===== config.mk =====
export PLATFORM = sky130hd
export DESIGN_NAME = sc_mem_arbiter
export DESIGN_NICKNAME = d
export VERILOG_FILES = /design/src/rtl/sc_mem_arbiter.sv
export SDC_FILE = /design/constraint.sdc
export NUM_CORES = 1
export LEC_CHECK = 0
export CORE_AREA = 2 2 106 108
export DETAILED_ROUTE_END_ITERATION = 12
export DIE_AREA = 0 0 108 110
export DONT_BUFFER_PORTS = 1
export SLEW_MARGIN = 25
export SYNTH_ARGS = -nofsm -noshare
export SYNTH_HDL_FRONTEND = slang
export SYNTH_SLANG_ARGS = --single-unit

===== constraint.sdc =====
create_clock -name i_clk -period 1.8 [get_ports i_clk]
set_input_delay 0.27 -clock i_clk [delete_from_list [all_inputs] [get_ports i_clk]]
set_output_delay 0.27 -clock i_clk [all_outputs]
set_load 0.01 [all_outputs]

===== src/rtl/sc_mem_arbiter.sv =====
// Round-robin arbiter sharing one single-port, variable-latency memory between
// the instruction-fetch port and the data port, with a per-access timeout abort.
module sc_mem_arbiter #(
    parameter int WIDTH   = 32,
    parameter int ADD_W   = 32,
    parameter int TIMEOUT = 16
) (
    input  logic               i_clk,
    input  logic               i_rst,
    // Handshake (both ports): a requester raises req with stable fields and
    // holds it until its one-cycle ack; ack (with err on timeout) completes it.
    input  logic               i_if_req,
    input  logic [ADD_W-1:0]   i_if_add,
    output logic [WIDTH-1:0]   o_if_rdata,
    output logic               o_if_ack,
    output logic               o_if_err,
    input  logic               i_d_req,
    input  logic               i_d_we,
    input  logic [ADD_W-1:0]   i_d_add,
    input  logic [WIDTH-1:0]   i_d_wdata,
    input  logic [WIDTH/8-1:0] i_d_be,
    output logic [WIDTH-1:0]   o_d_rdata,
    output logic               o_d_ack,
    output logic               o_d_err,
    output logic               o_m_req,
    output logic               o_m_we,
    output logic [ADD_W-1:0]   o_m_add,
    output logic [WIDTH-1:0]   o_m_wdata,
    output logic [WIDTH/8-1:0] o_m_be,
    input  logic [WIDTH-1:0]   i_m_rdata,
    input  logic               i_m_ack,
    output logic [1:0]         o_state
);

    localparam int CNT_W = $clog2(TIMEOUT);
    localparam logic [CNT_W-1:0] CNT_LAST = CNT_W'(TIMEOUT - 1);

    localparam logic [1:0] IDLE = 2'd0;
    localparam logic [1:0] BUSY = 2'd1;
    localparam logic [1:0] DONE = 2'd2;

    logic [1:0]       state;
    logic             gnt;
    logic             last;
    logic [CNT_W-1:0] cnt;

    logic             any_req;
    logic             pick_d;

    // On contention the port that did not own the previous grant wins.
    always_comb begin
        any_req = i_if_req | i_d_req;
        pick_d  = i_d_req & (~i_if_req | ~last);
    end

    assign o_state = state;

    always_ff @(posedge i_clk) begin
        if (i_rst) begin
            state      <= IDLE;
            gnt        <= 1'b0;
            last       <= 1'b0;
            cnt        <= '0;
            o_m_req    <= 1'b0;
            o_m_we     <= 1'b0;
            o_m_add    <= '0;
            o_m_wdata  <= '0;
            o_m_be     <= '0;
            o_if_ack   <= 1'b0;
            o_if_err   <= 1'b0;
            o_if_rdata <= '0;
            o_d_ack    <= 1'b0;
            o_d_err    <= 1'b0;
            o_d_rdata  <= '0;
        end else begin
            o_if_ack   <= 1'b0;
            o_if_err   <= 1'b0;
            o_if_rdata <= '0;
            o_d_ack    <= 1'b0;
            o_d_err    <= 1'b0;
            o_d_rdata  <= '0;
            case (state)
                IDLE: begin
                    if (any_req) begin
                        gnt     <= pick_d;
                        last    <= pick_d;
                        cnt     <= '0;
                        o_m_req <= 1'b1;
                        state   <= BUSY;
                        if (pick_d) begin
                            o_m_we    <= i_d_we;
                            o_m_add   <= i_d_add;
                            o_m_wdata <= i_d_wdata;
                            o_m_be    <= i_d_be;
                        end else begin
                            o_m_we    <= 1'b0;
                            o_m_add   <= i_if_add;
                            o_m_wdata <= '0;
                            o_m_be    <= '1;
                        end
                    end
                end
                BUSY: begin
                    if (i_m_ack || cnt == CNT_LAST) begin
                        // A real ack wins over a timeout landing on the same edge.
                        o_m_req <= 1'b0;
                        state   <= DONE;
                        if (gnt) begin
                            o_d_ack   <= 1'b1;
                            o_d_err   <= ~i_m_ack;
                            o_d_rdata <= i_m_ack ? i_m_rdata : '0;
                        end else begin
                            o_if_ack   <= 1'b1;
                            o_if_err   <= ~i_m_ack;
                            o_if_rdata <= i_m_ack ? i_m_rdata : '0;
                        end
                    end else begin
                        cnt <= cnt + 1'b1;
                    end
                end
                DONE: begin
                    state <= IDLE;
                end
                default: begin
                    state   <= IDLE;
                    o_m_req <= 1'b0;
                end
            endcase
        end
    end

endmodule


==> results of run 1 <==
per-stage QoR:
stage | setup slack (ps) | area, um^2
floorplan | 357 | 4980
global placement | 329 | 5060
detailed placement | 246 | 5060
cells by family after synthesis:
kind of cell,after synthesis,share of synthesized area
DFF,145,0.583
adders and majority gates,1,0.00251
xor gates and xnor gates,1,0.00176
AOI/OAI and AO/OA,83,0.158
and+or+nand+nor,216,0.209
buffers and inverters,41,0.0467
==> flow_summary.json, run 1 <==
{
  "cts_hold_buf": 127,
  "place_inst": 599,
  "synth_cells": 487,
  "gp_congestion": 0.734,
  "ys_top_cells_by_area": "dfxtp_1, and2_1, nor2_1",
  "postSynthAreaPerCell_um2": 10.2,
  "synth-edff-count": 0,
  "synth_commonest_cells": "dfxtp_1, nor2_1, nand2_1",
  "die_w_um": 108,
  "synthArstFlopShare": 0,
  "htree_levels": 4,
  "stop_error": "[ERROR RSZ-0060] Max buffer count reached.",
  "fp-row-count": 38,
  "synth_top_area_share": 0.583,
  "clock_path_buffers": 2,
  "cts_buffers": 17,
  "initial_utilization": 0.466,
  "syn_area_um2": 4980,
  "ys_types": 38,
  "pin_count": 278,
  "synthesis.nets": 626,
  "postCtsSetupBuffers": 0,
  "clockRootBuffer": "clkbuf_8",
  "ys.flop_type": "dfxtp_1",
  "clock_sinks": 145,
  "yosysMostFrequentCell": "dfxtp_1",
  "numPortBuffers": 0,
  "post_cts_resized": 0,
  "dieHeight_um": 110,
  "haltStage": "clock tree synthesis (4_1_cts)",
  "seq_area_frac_synth": 0.583,
  "yosysWarnings": 0,
  "status": "stopped before the end",
  "hpwl_um": 8180,
  "ys_ff_latch": 145,
  "synth_top_cell_by_area": "dfxtp_1"
}
==> inputs of run 2 (changes only) <==
--- a/config.mk
+++ b/config.mk
@@ -5,10 +5,10 @@
 export SDC_FILE = /design/constraint.sdc
 export NUM_CORES = 1
 export LEC_CHECK = 0
-export CORE_AREA = 2 2 106 108
+export CORE_UTILIZATION = 35
 export DETAILED_ROUTE_END_ITERATION = 12
-export DIE_AREA = 0 0 108 110
 export DONT_BUFFER_PORTS = 1
+export PLACE_DENSITY_LB_ADDON = 0.15
 export SLEW_MARGIN = 25
 export SYNTH_ARGS = -nofsm -noshare
 export SYNTH_HDL_FRONTEND = slang
==> flow_summary.json, run 2 <==
{
  "yosysWarnings": 0,
  "core-area_um2": 13900,
  "p_seq_frac": 0.446,
  "worst_ir_drop_vdd_v": 0.000671,
  "synth_cells": 487,
  "path_delay_family": "buffers and inverters",
  "ys_ff_latch": 145,
  "ys.flop_type": "dfxtp_1",
  "die_area_um2": 14700,
  "path_max_fanout": 5,
  "grt_overflow_total": 0,
  "viasPerCell": 4.98,
  "synth_top_cell_by_area": "dfxtp_1",
  "hpwl_um": 8000,
  "clock_path_buffers": 2,
  "synthArstFlopShare": 0,
  "post-place-ws_ps": 312,
  "dieHeight_um": 121,
  "cts_buffers": 17,
  "power_density_nw_per_um2": 1230,
  "fin_ws_ps": 151,
  "layout.nets": 695,
  "grt_max_degree": 70,
  "syn2layout_area_growth_pct": 31.6,
  "final_cell_mix": "dfxtp_1, dlygate4sd3_1, nor2_1",
  "start_kind": "flop",
  "ant_nets": 0,
  "crit_buf_inv": 2,
  "grt_pass1_vias": 3630,
  "ys_types": 38,
  "die_w_um": 121,
  "max_freq_mhz": 606,
  "cts_tree": "done",
  "switching_share": 0.243,
  "r2r_slack_ps": 150,
  "yosysMostFrequentCell": "dfxtp_1",
  "drv_slew": 0,
  "htree_levels": 4,
  "postSynthAreaPerCell_um2": 10.2,
  "fin_skew_ps": 8.80,
  "wl_per_cell_um": 16.7,
  "status": "finished clean",
  "drive_gt1_frac": 0.141,
  "antenna_found_initial": 0,
  "synth-edff-count": 0,
  "postCtsSetupBuffers": 0,
  "setup_viol": 0,
  "pin_count": 278,
  "initial_utilization": 0.359,
  "numPortBuffers": 0,
  "syn_area_um2": 4980,
  "synth_commonest_cells": "dfxtp_1, nor2_1, nand2_1",
  "synthesis.nets": 626,
  "pwr-share-comb": 0.089,
  "p_int_mw": 6.11,
  "path_cells": "buf_4, nor3b_4, nand2_2, a21oi_1, dlygate4sd3_1",
  "clkPwrFrac": 0.465,
  "clkTransAtPathRegs_ps": 60,
  "critPathMaxStageDelay_ps": 550,
  "end_kind": "flop",
  "firstDrtPassIters": 5,
  "drt_iter0_markers": 208,
  "rsz0062_at_grt": "no",
  "drc_errors": 0,
  "setup_tns_ps": 0,
  "fp-row-count": 43,
  "clkLatencyLatePin_ps": 410,
  "layout_commonest_cell": "dfxtp_1",
  "cp_data_required_time_ps": 2150,
  "clockRootBuffer": "clkbuf_16",
  "ys_top_cells_by_area": "dfxtp_1, and2_1, nor2_1",
  "gp_congestion": 0.689,
  "groute.usage.overall": 0.167,
  "min_period_ps": 1650,
  "antenna_cells": 0,
  "hp-class": "input port to flop",
  "arrival_ps": 2000,
  "clock_sinks": 145,
  "drt_wl_total_um": 12500,
  "finalCritPeriodShare": 0.916,
  "slew_headroom": 0.719,
  "crit_type": "flop to flop",
  "p_leak_nw": 2.60,
  "worst_pin_slew_ps": 421,
  "grt_pass1_wl_um": 18800,
  "vias": 3731,
  "p_sw_mw": 1.96,
  "critPathSlowestCell": "dlygate4sd3_1",
  "drv_cap": 0,
  "synth_top_area_share": 0.583,
  "hold_viol": 0,
  "seq_area_frac_synth": 0.583
}
[run 2: cell type report]
type                    count  area, um^2
fillers                  1265        7320
flip-flops and latches    145        2900
multi-input cells         301        1870
repair buffers             88         906
clock buffers              18         439
well taps                 180         225
clock inverters            14         203
inverters                   3        11.3
[run 2: power by group through the flow]
| stage | Combinational [mW] | Clock [mW] | Sequential, mW |
|---|---|---|---|
| after floorplan | 0.485 | 0 | 3.62 |
| after global placement | 0.521 | 0 | 3.66 |
| after detailed placement | 0.539 | 0 | 3.66 |
| after CTS | 0.711 | 3.84 | 3.59 |
| after global routing | 0.794 | 4.01 | 3.61 |
| final | 0.718 | 3.75 | 3.59 |
[run 2: logic make-up after synthesis]
family | after synthesis | share of synthesized area
AND/OR/NAND/NOR | 216 | 0.209
flip-flops | 145 | 0.583
AO/OA/AOI/OAI | 83 | 0.158
buffers and inverters | 41 | 0.0467
XOR/XNOR | 1 | 0.00176
adder cells (fa/ha/maj) | 1 | 0.00251
[run 2: metal layers]
layer,vias up,wire (um),GRT usage
met2,214,5850,0.271
met1,1702,5090,0.188
met4,0,263,0.0833
li1,1798,-,-
met5,-,0,0
met3,17,1280,0.0686
[run 2: repair_timing]
action,CTS,global route
setup endpoints to repair,0,1
gates resized for setup,0,3
endpoints found under the hold margin,133,1
hold buffers,75,1
[run 2: final timing paths]
kind                               startpoint            end  cells after the start
worst max-delay path               o_state[0]     o_state[0]                      5
worst min-delay path            i_d_wdata[19]  o_m_wdata[19]                      2
worst max register to register     o_state[0]     o_state[0]                      5
worst min register to register     o_state[0]        o_m_req                      1
[run 2: per-stage QoR]
step                power [mW]  hold slack [ps]   util  cell area (um^2)  cells
floorplan                 4.10              347      -              4980    487
global placement          4.18              348  0.369              5130    641
detailed placement        4.20              351  0.369              5130    641
CTS                       8.14            0.216  0.471              6540    748
global route              8.41             1.81  0.472              6560    749
finish                    8.07             13.0  0.472              6560    749
No activity file was read; power rests on OpenSTA's default activity.
==> inputs of run 3 (changes only) <==
--- a/config.mk
+++ b/config.mk
@@ -5,6 +5,7 @@
 export SDC_FILE = /design/constraint.sdc
 export NUM_CORES = 1
 export LEC_CHECK = 0
+export CORE_MARGIN = 5
 export CORE_UTILIZATION = 35
 export DETAILED_ROUTE_END_ITERATION = 12
 export DONT_BUFFER_PORTS = 1
==> flow_summary.json, run 3 (synthesis results as in run 2) <==
{
  "status": "finished clean",
  "ant_nets": 0,
  "drt_wl_total_um": 13800,
  "layout_commonest_cell": "dfxtp_1",
  "clkPwrFrac": 0.462,
  "clkTransAtPathRegs_ps": 60,
  "drt_iter0_markers": 229,
  "drv_cap": 0,
  "fin_cells": 740,
  "setup_tns_ps": 0,
  "initial_utilization": 0.358,
  "finalCritPeriodShare": 0.925,
  "hpwl_um": 9390,
  "gp_congestion": 0.788,
  "clockRootBuffer": "clkbuf_16",
  "p_int_mw": 6.06,
  "p_seq_frac": 0.451,
  "path_cells": "buf_4, nor3b_4, nand2_1, a21oi_1, dlygate4sd3_1",
  "worst_pin_slew_ps": 411,
  "die_w_um": 129,
  "layout.nets": 686,
  "drive_gt1_frac": 0.136,
  "firstDrtPassIters": 4,
  "min_period_ps": 1660,
  "setup_viol": 0,
  "dieHeight_um": 129,
  "cp_data_required_time_ps": 2150,
  "hp-class": "input port to flop",
  "grt_max_degree": 70,
  "hold_viol": 0,
  "path_delay_family": "buffers and inverters",
  "drc_errors": 0,
  "place_inst": 640,
  "p_sw_mw": 1.92,
  "post-route-util": 0.461,
  "final_cell_mix": "dfxtp_1, nor2_1, dlygate4sd3_1",
  "syn2layout_area_growth_pct": 28.9,
  "antenna_cells": 0,
  "pwr-share-comb": 0.087,
  "clock_sinks": 145,
  "wl_per_cell_um": 18.7,
  "fin_skew_ps": 9.00,
  "end_kind": "flop",
  "power_density_nw_per_um2": 1240,
  "grt_pass1_wl_um": 20600,
  "clkLatencyLatePin_ps": 410,
  "arrival_ps": 2020,
  "start_kind": "flop",
  "cts_buffers": 17,
  "clock_path_buffers": 2,
  "vias": 3735,
  "die_area_um2": 16700,
  "crit_buf_inv": 2,
  "crit_type": "flop to flop",
  "p_leak_nw": 2.55,
  "drv_slew": 0,
  "grt_pass1_vias": 3791,
  "core-area_um2": 13900,
  "num-fill-cells": 1269,
  "numPortBuffers": 0,
  "critPathMaxStageDelay_ps": 550,
  "viasPerCell": 5.05,
  "critPathSlowestCell": "dlygate4sd3_1",
  "p_total_mw": 7.98,
  "path_max_fanout": 8,
  "htree_levels": 4,
  "fp-row-count": 43,
  "antenna_found_initial": 0,
  "grt_overflow_total": 0,
  "max_freq_mhz": 601,
  "slew_headroom": 0.726,
  "worst_ir_drop_vdd_v": 0.000599,
  "rsz0062_at_grt": "no",
  "switching_share": 0.241,
  "cts_tree": "done",
  "groute.usage.overall": 0.160,
  "pin_count": 278
}
[run 3: changes by cell type in the layout (fill, tap and decap cells not counted), sizes merged]
cell,before,now
clkinvlp,3,2
clkbuf,18,19
clkinv,4,5
dlygate4sd3,75,67
inv,6,5
buf,13,12
[run 3: power groups by stage]
stage,logic (mW),registers (mW),clock network (mW)
finish,0.693,3.60,3.69
global route,0.774,3.62,3.97
CTS,0.691,3.60,3.79
detailed placement,0.534,3.67,0
global placement,0.511,3.67,0
floorplan,0.485,3.62,0
[run 3: timing repair]
item / in CTS / in global routing
resized for setup: 0 / 1
endpoints found under the setup margin: 0 / 1
hold buffers: 66 / 2
setup buffers: 0 / 0
endpoints found under the hold margin: 134 / 2
[run 3: final timing paths]
kind                       from             to  slack [ps]  depth (start not counted)
hold reg to reg          cnt[3]         cnt[3]         500                          1
hold / removal    i_d_wdata[20]  o_m_wdata[20]          20                          2
setup reg to reg     o_state[1]     o_state[0]         140                          5
setup / recovery     o_state[1]     o_state[0]         140                          5
[run 3: through the flow]
step           hold WS (ps)  cell area [um^2]  setup WS, ps
6_report               18.3              6420           136
5_1_grt                2.08              6420          20.9
4_1_cts               0.209              6400           113
3_5_place_dp            353              5090           309
3_3_place_gp            349              5090           389
2_1_floorplan           347              4980           357
[run 3: layout make-up]
type,instances,area (um^2),share of cell area
sequential,145,2900,0.452
multi-input combinational,301,1870,0.290
timing repair buffer,79,793,0.124
clock buffer,19,443,0.0690
tap,180,225,0.0351
clock inverter,13,181,0.0282
inverter,3,11.3,0.00175
[run 3: routing by layer]
layer / global-route usage / wire length, um
met1: 0.181 / 5370
met2: 0.262 / 6660
met3: 0.0833 / 1600
met4: 0.0513 / 180
met5: 0 / 0
